**src/rtl/fft_fmul_pkg.sv**
```systemverilog
`default_nettype none
// ============================================================================
// Module      : fft_fmul_pkg
// Description : Shared widths and operand/result types for the FFT float
//               multiplier sharing logic.
// Revision    : 1.0 - initial release
// ============================================================================
package fft_fmul_pkg;

  localparam int MANT_W     = 10;
  localparam int EXP_W      = 5;
  localparam int RES_MANT_W = 15;

  typedef struct packed {
    logic [MANT_W-1:0] mant1;
    logic [EXP_W-1:0]  exp1;
    logic [MANT_W-1:0] mant2;
    logic [EXP_W-1:0]  exp2;
  } fmul_ops_t;

  typedef struct packed {
    logic [RES_MANT_W-1:0] mant;
    logic [EXP_W-1:0]      exp;
  } fmul_res_t;

  function automatic int idx_width(input int n);
    return (n > 1) ? $clog2(n) : 1;
  endfunction

endpackage
`default_nettype wire

```
**src/rtl/fmul_share_arbiter_rr_grant.sv**
```systemverilog
`default_nettype none
// ============================================================================
// Module      : rr_grant
// Description : One-hot grant generator; round-robin from i_ptr by default,
//               lowest-index fixed priority when FMUL_ARB_FIXED_PRI_EN is set.
// Revision    : 1.0 - initial release
// ============================================================================
module rr_grant
  import fft_fmul_pkg::*;
#(
  parameter int NREQ  = 4,
  parameter int IDX_W = idx_width(NREQ)
) (
  input  logic [NREQ-1:0]  i_req,
  input  logic [IDX_W-1:0] i_ptr,
  output logic [NREQ-1:0]  o_gnt,
  output logic [IDX_W-1:0] o_idx,
  output logic             o_vld
);

`ifdef FMUL_ARB_FIXED_PRI_EN
  logic w_unused_ptr;
  assign w_unused_ptr = ^i_ptr;

  always_comb begin
    o_gnt = '0;
    o_idx = '0;
    o_vld = 1'b0;
    // Scan downward so the lowest requesting index is the last one written.
    for (int k = NREQ - 1; k >= 0; k--) begin
      if (i_req[k]) begin
        o_vld = 1'b1;
        o_idx = IDX_W'(k);
      end
    end
    if (o_vld) o_gnt[o_idx] = 1'b1;
  end
`else
  localparam logic [IDX_W:0] c_nreq = (IDX_W+1)'(NREQ);

  logic [IDX_W:0]   w_sum;
  logic [IDX_W-1:0] w_cand;

  always_comb begin
    o_gnt  = '0;
    o_idx  = '0;
    o_vld  = 1'b0;
    w_sum  = '0;
    w_cand = '0;
    for (int k = 0; k < NREQ; k++) begin
      w_sum = {1'b0, i_ptr} + (IDX_W+1)'(k);
      if (w_sum >= c_nreq) w_sum = w_sum - c_nreq;
      w_cand = w_sum[IDX_W-1:0];
      if (!o_vld && i_req[w_cand]) begin
        o_vld = 1'b1;
        o_idx = w_cand;
      end
    end
    if (o_vld) o_gnt[o_idx] = 1'b1;
  end
`endif

endmodule
`default_nettype wire

```
**src/rtl/fmul_share_arbiter.sv**
```systemverilog
`default_nettype none
// ============================================================================
// Module      : fmul_share_arbiter
// Description : Shares one pipelined float multiplier among NREQ requesters;
//               a tag pipeline routes each product back as a one-cycle strobe.
//               Define FMUL_ARB_FIXED_PRI_EN for fixed (lowest index) priority.
// Revision    : 1.0 - initial release
// ============================================================================
module fmul_share_arbiter
  import fft_fmul_pkg::*;
#(
  parameter int NREQ     = 4,
  parameter int MULT_LAT = 2
) (
  input  logic                     clkExt,
  input  logic                     rst,
  input  logic [NREQ-1:0]          iReq,
  input  logic [NREQ*MANT_W-1:0]   iMant1,
  input  logic [NREQ*MANT_W-1:0]   iMant2,
  input  logic [NREQ*EXP_W-1:0]    iExp1,
  input  logic [NREQ*EXP_W-1:0]    iExp2,
  output logic [NREQ-1:0]          oAck,
  output logic [MANT_W-1:0]        oMulMant1,
  output logic [MANT_W-1:0]        oMulMant2,
  output logic [EXP_W-1:0]         oMulExp1,
  output logic [EXP_W-1:0]         oMulExp2,
  input  logic [RES_MANT_W-1:0]    iMulMantR,
  input  logic [EXP_W-1:0]         iMulExpR,
  output logic [NREQ-1:0]          oResValid,
  output logic [RES_MANT_W-1:0]    oResMant,
  output logic [EXP_W-1:0]         oResExp
);

  localparam int               IDX_W      = idx_width(NREQ);
  localparam logic [IDX_W-1:0] c_last_idx = IDX_W'(NREQ - 1);
  localparam logic [IDX_W-1:0] c_idx_one  = IDX_W'(1);
  localparam logic [NREQ-1:0]  c_slot_one = NREQ'(1);

  logic [NREQ-1:0]  w_gnt;
  logic [IDX_W-1:0] w_gidx;
  logic             w_gvld;
  logic             w_accept;
  fmul_ops_t        w_slot_ops [NREQ];

  logic [IDX_W-1:0] r_ptr;
  fmul_ops_t        r_ops;
  logic [MULT_LAT:0] r_tag_vld;
  logic [IDX_W-1:0] r_tag_idx [MULT_LAT+1];
  fmul_res_t        r_res;
  logic [NREQ-1:0]  r_res_vld;

  rr_grant #(
    .NREQ  (NREQ),
    .IDX_W (IDX_W)
  ) u_grant (
    .i_req (iReq),
    .i_ptr (r_ptr),
    .o_gnt (w_gnt),
    .o_idx (w_gidx),
    .o_vld (w_gvld)
  );

  // Grant is suppressed during reset so no request can be consumed then.
  assign oAck     = (rst || !w_gvld) ? '0 : w_gnt;
  assign w_accept = |(iReq & oAck);

  for (genvar i = 0; i < NREQ; i++) begin : g_unpack
    assign w_slot_ops[i] = {iMant1[i*MANT_W +: MANT_W], iExp1[i*EXP_W +: EXP_W],
                            iMant2[i*MANT_W +: MANT_W], iExp2[i*EXP_W +: EXP_W]};
  end

  always_ff @(posedge clkExt or posedge rst) begin
    if (rst) begin
      r_ptr <= '0;
      r_ops <= '0;
    end else if (w_accept) begin
      r_ptr <= (w_gidx == c_last_idx) ? '0 : w_gidx + c_idx_one;
      r_ops <= w_slot_ops[w_gidx];
    end
  end

  assign oMulMant1 = r_ops.mant1;
  assign oMulExp1  = r_ops.exp1;
  assign oMulMant2 = r_ops.mant2;
  assign oMulExp2  = r_ops.exp2;

  // Stage 0 lines up with operands entering the multiplier; the last stage
  // lines up with the product appearing at its output.
  always_ff @(posedge clkExt or posedge rst) begin
    if (rst) begin
      r_tag_vld <= '0;
      for (int k = 0; k <= MULT_LAT; k++) r_tag_idx[k] <= '0;
    end else begin
      r_tag_vld[0] <= w_accept;
      r_tag_idx[0] <= w_gidx;
      for (int k = 1; k <= MULT_LAT; k++) begin
        r_tag_vld[k] <= r_tag_vld[k-1];
        r_tag_idx[k] <= r_tag_idx[k-1];
      end
    end
  end

  always_ff @(posedge clkExt or posedge rst) begin
    if (rst) begin
      r_res     <= '0;
      r_res_vld <= '0;
    end else begin
      r_res_vld <= '0;
      if (r_tag_vld[MULT_LAT]) begin
        r_res_vld  <= c_slot_one << r_tag_idx[MULT_LAT];
        r_res.mant <= iMulMantR;
        r_res.exp  <= iMulExpR;
      end
    end
  end

  assign oResValid = r_res_vld;
  assign oResMant  = r_res.mant;
  assign oResExp   = r_res.exp;

endmodule
`default_nettype wire

```
**config.mk**
```make
export PLATFORM = sky130hd
export DESIGN_NAME = fmul_share_arbiter
export DESIGN_NICKNAME = d
export VERILOG_FILES = /design/src/rtl/fft_fmul_pkg.sv /design/src/rtl/fmul_share_arbiter_rr_grant.sv /design/src/rtl/fmul_share_arbiter.sv
export SDC_FILE = /design/constraint.sdc
export NUM_CORES = 1
export LEC_CHECK = 0
export ABC_AREA = 1
export ABC_CLOCK_PERIOD_IN_PS = 2950
export BUFFER_PORTS_ARGS = -buffer_cell sky130_fd_sc_hd__buf_2
export CORE_MARGIN = 5
export CORE_UTILIZATION = 47
export DETAILED_ROUTE_END_ITERATION = 8
export HOLD_SLACK_MARGIN = 0.02
export PLACE_DENSITY = 0.9
export SYNTH_ARGS = -nofsm -noshare
export SYNTH_HDL_FRONTEND = slang
export SYNTH_SLANG_ARGS = --single-unit
export TNS_END_PERCENT = 20
```
**constraint.sdc**
```tcl
create_clock -name clkExt -period 2.95 [get_ports clkExt]
set_clock_uncertainty 0.15 [all_clocks]
set_input_delay 0.1475 -clock clkExt [delete_from_list [all_inputs] [get_ports clkExt]]
set_output_delay 0.1475 -clock clkExt [all_outputs]
set_load 0.02 [all_outputs]
```
==> flow_metrics.env <==
export IMPL_start_util_pct=47.9
export IMPL_cp_cell_sequence="inv_2, nand2_1, nand2_1, nand2_1, nand2_1, nor2_1, nor2_1, nand2_2, nand2_2, buf_6, nand3_2, buf_6, inv_1, buf_2"
export IMPL_fmax_ghz=0.368
export IMPL_clkLatencyLatePin_ns=0.33
export IMPL_fin_setup_tns_ns=0
export IMPL_cp_max_fo=27
export IMPL_antenna_found_initial=0
export IMPL_critPathKind="reg2out"
export IMPL_power_density_mw_per_mm2=1320
export IMPL_critical_path_slowest_cell="dfrtp_2"
export IMPL_dp_slack_ns=0.276
export IMPL_synth_area_leaders="dfrtp_1 39%, nand2_1 28%, nand3_1 12%, inv_1 6.8%, nand4_1 4.8%"
export IMPL_crit_top_cell="nand2_1"
export IMPL_numPortBuffers=203
export IMPL_fin_nets=1005
export IMPL_r2r_end="oMulExp1[1]$_DFFE_PP0P_"
export IMPL_hold_start="iExp1[0]"
export IMPL_grt_overflow=0
export IMPL_first_iter_violations=274
export IMPL_num_vias=4771
export IMPL_dp_hpwl_um=8790
export IMPL_cp_required_ns=2.65
export IMPL_fin_ws_ns=0.235
export IMPL_synth_top_area_cell="dfrtp_1"
export IMPL_root_buffer="clkbuf_8"
export IMPL_regToRegSetupSlack_ns=0.32
export IMPL_leakagePower_nw=3.59
export IMPL_pwr_share_comb_pct=67.5
export IMPL_wl_per_cell_um=13.5
export IMPL_synth_warnings=0
export IMPL_dieHeight_um=104
export IMPL_synth_top_family_by_area="simple AND/OR/NAND/NOR gates"
export IMPL_max_vdd_ir_drop_mv=0.598
export IMPL_critPathBufInv=5
export IMPL_avgSynthCellArea_sq_um=6.42
export IMPL_hold_worst_slack_ns=0.0365
export IMPL_die_w_um=104
export IMPL_finalWeightedCongestion=0.885
export IMPL_grt_total_usage_pct=24.3
export IMPL_hold_class="in2reg"
export IMPL_start_kind="flip-flop"
export IMPL_wl_um=13100
export IMPL_synthMuxAreaShare_pct=0
export IMPL_finalCriticalPeriod_ns=2.71
export IMPL_core_sq_mm=0.00864
export IMPL_worstMarginPinSlew_ns=0.800
export IMPL_synth_distinct_cells=21
export IMPL_cts_tree="built"
export IMPL_num_rows=34
export IMPL_cts_made_buffers=9
export IMPL_grt_pass1_wl_um=22000
export IMPL_netlist_area_leader_share_pct=39.4
export IMPL_r2r_start="r_ptr[0]$_DFFE_PP0P_"
export IMPL_drt_first_pass_iters=5
export IMPL_syn_area_sq_mm=0.00413
export IMPL_clk_pin_slew_worst_paths_ns=0.07
export IMPL_nFillCells=731
export IMPL_syn_nets=791
export IMPL_drive_above_1_share_pct=28.5
export IMPL_relSlewSlack_pct=46.7
export IMPL_rr_worst_depth=16
export IMPL_drc_errors=0
export IMPL_critical_path_max_stage_delay_ns=0.49
export IMPL_viasPerCell=4.91
export IMPL_syn_inst=644
export IMPL_grt_pass1_vias=4613
export IMPL_max_cap_viol_count=0
export IMPL_syn_to_final_growth_pct=37.7
export IMPL_power_internal_mw=3.50
export IMPL_status="finished, final reports clean"
export IMPL_synth_seq_cells=65
export IMPL_whs_path_depth=7
export IMPL_setup_viol=0
export IMPL_switching_share_pct=53.6
export IMPL_cpLargestDelayFamily="buffers and inverters"
export IMPL_h_tree_depth=3
export IMPL_synth_compound_area_share_pct=0.394
export IMPL_diodes=0
export IMPL_synth_fa_ha_area_share_pct=0.303
export IMPL_fin_crit_sh_pct=92.0
export IMPL_critPathArrivalTime_ns=2.42
export IMPL_yosysSeqAreaShare_pct=39.4
export IMPL_drv_slew=0
export IMPL_synthXorXnorAreaFrac_pct=0
export IMPL_end_kind="primary output"
export IMPL_hold_end="oMulExp1[0]$_DFFE_PP0P_"
export IMPL_finalHoldViolations=0
export IMPL_yosys_area_share_simple_pct=47.7
export IMPL_cts_sinks=65
export IMPL_ioPinCount=204
export IMPL_cts_buffer_depth=2
export IMPL_grt_max_degree=66
export IMPL_power_frac_seq_pct=21.5
export IMPL_clockPowerShare_pct=11.1
export IMPL_die_area_sq_mm=0.0108
export IMPL_ant_nets=0
export IMPL_p_switching_mw=4.04
export IMPL_utilization_pct=65.9
-- state kept, by name, indices dropped and copies added, names as in the netlist --
| name | flops |
|---|---|
| oMulExp1 | 5 |
| r_ptr | 2 |
| r_tag_vld | 3 |
| oMulMant1 | 10 |
| oResMant | 15 |
| r_tag_idx | 6 |
| oResExp | 5 |
| oResValid | 4 |
| oMulExp2 | 5 |
| oMulMant2 | 10 |
-- worst register-to-register path: cells and delay by family, from the launching register on --
kind,cells,cell delay [ns]
simple gates,11,1.20
buf+inv,4,0.51
flops,1,0.49
fa+ha+maj,1,0.15
-- power by group through the flow --
stage	clock network (mW)	logic, mW	registers [mW]
global route	0.904	5.77	1.67
global placement	0	4.96	1.60
CTS	0.857	5.07	1.61
detailed placement	0	5.03	1.61
finish	0.833	5.09	1.62
floorplan	0	3.44	1.99
-- worst max path at each step --
stage,slack (ns),depth (start not counted),endpoint,from
after floorplan,0.16,18,oMulExp1[0]$_DFFE_PP0P_,r_ptr[0]$_DFFE_PP0P_
after global placement,0.38,14,oMulMant1[6]$_DFFE_PP0P_,r_ptr[0]$_DFFE_PP0P_
after detailed placement,0.28,16,oMulMant1[0]$_DFFE_PP0P_,r_ptr[0]$_DFFE_PP0P_
after CTS,0.10,14,oAck[2],r_ptr[0]$_DFFE_PP0P_
after global routing,-0.005,16,oMulMant1[7]$_DFFE_PP0P_,r_ptr[0]$_DFFE_PP0P_
final,0.24,14,oAck[2],r_ptr[0]$_DFFE_PP0P_
-- layout by cell type (no fill, tap or decap), types with 3 or more instances in the layout --
| master | instances |
|---|---|
| nand2_1 | 306 |
| nor3_1 | 6 |
| buf_6 | 4 |
| inv_1 | 74 |
| nor2_1 | 4 |
| dlygate4sd3_1 | 28 |
| buf_2 | 203 |
| clkbuf_8 | 9 |
| buf_4 | 9 |
| nand4_1 | 32 |
| dfrtp_1 | 64 |
| nand2_2 | 5 |
| nand3_1 | 97 |
| inv_2 | 3 |
-- Yosys cell counts --
| master | number |
|---|---|
| buf_4 | 1 |
| inv_2 | 3 |
| a21oi_1 | 1 |
| nand3b_1 | 2 |
| dfrtp_1 | 65 |
| buf_2 | 26 |
| ha_1 | 1 |
| inv_1 | 75 |
| nor2_1 | 4 |
| a31oi_1 | 1 |
| nand3_2 | 2 |
| nand3_1 | 97 |
| o21ai_1 | 1 |
| nand3_4 | 1 |
| buf_6 | 3 |
| nand2_1 | 307 |
| clkbuf_1 | 11 |
| nand4_1 | 32 |
| nor2_4 | 1 |
| nor3_1 | 6 |
| nand2_2 | 4 |
-- per-stage QoR --
step	total power [mW]	cells	instance area, sq um
finish	7.54	971	5690
CTS	7.54	971	5680
global placement	6.56	927	5170
global route	8.35	971	5690
detailed placement	6.64	927	5170
floorplan	5.43	644	4140
-- area by class of cell --
class / instances / area, sq um / area share (%)
Inverter: 78 / 297 / 5.21
Clock inverter: 7 / 95.1 / 1.67
Multi-Input combinational cell: 460 / 2000 / 35.2
Clock buffer: 9 / 124 / 2.18
Sequential cell: 65 / 1630 / 28.6
Tap cell: 108 / 135 / 2.37
Timing Repair Buffer: 244 / 1410 / 24.8
-- timing repair --
item | CTS | global route
setup buffers | 0 | 0
hold endpoints to repair | 91 | 0
hold buffers | 28 | 0
setup endpoints to repair | 1 | 3
gates resized for setup | 1 | 4
-- cells by family after synthesis --
family | Yosys count
simple gates | 456
buf+inv | 119
compound gates | 3
fa+ha+maj | 1
flops | 65
-- metal layers --
layer	vias to the layer above	routed length, um	GRT usage (%)
li1	2431	-	-
met1	2133	5470	31.4
met2	197	6510	40.5
met3	10	1050	6.09
met4	0	103	6.48
met5	-	0	0
No activity file was read; power rests on OpenSTA's default activity.
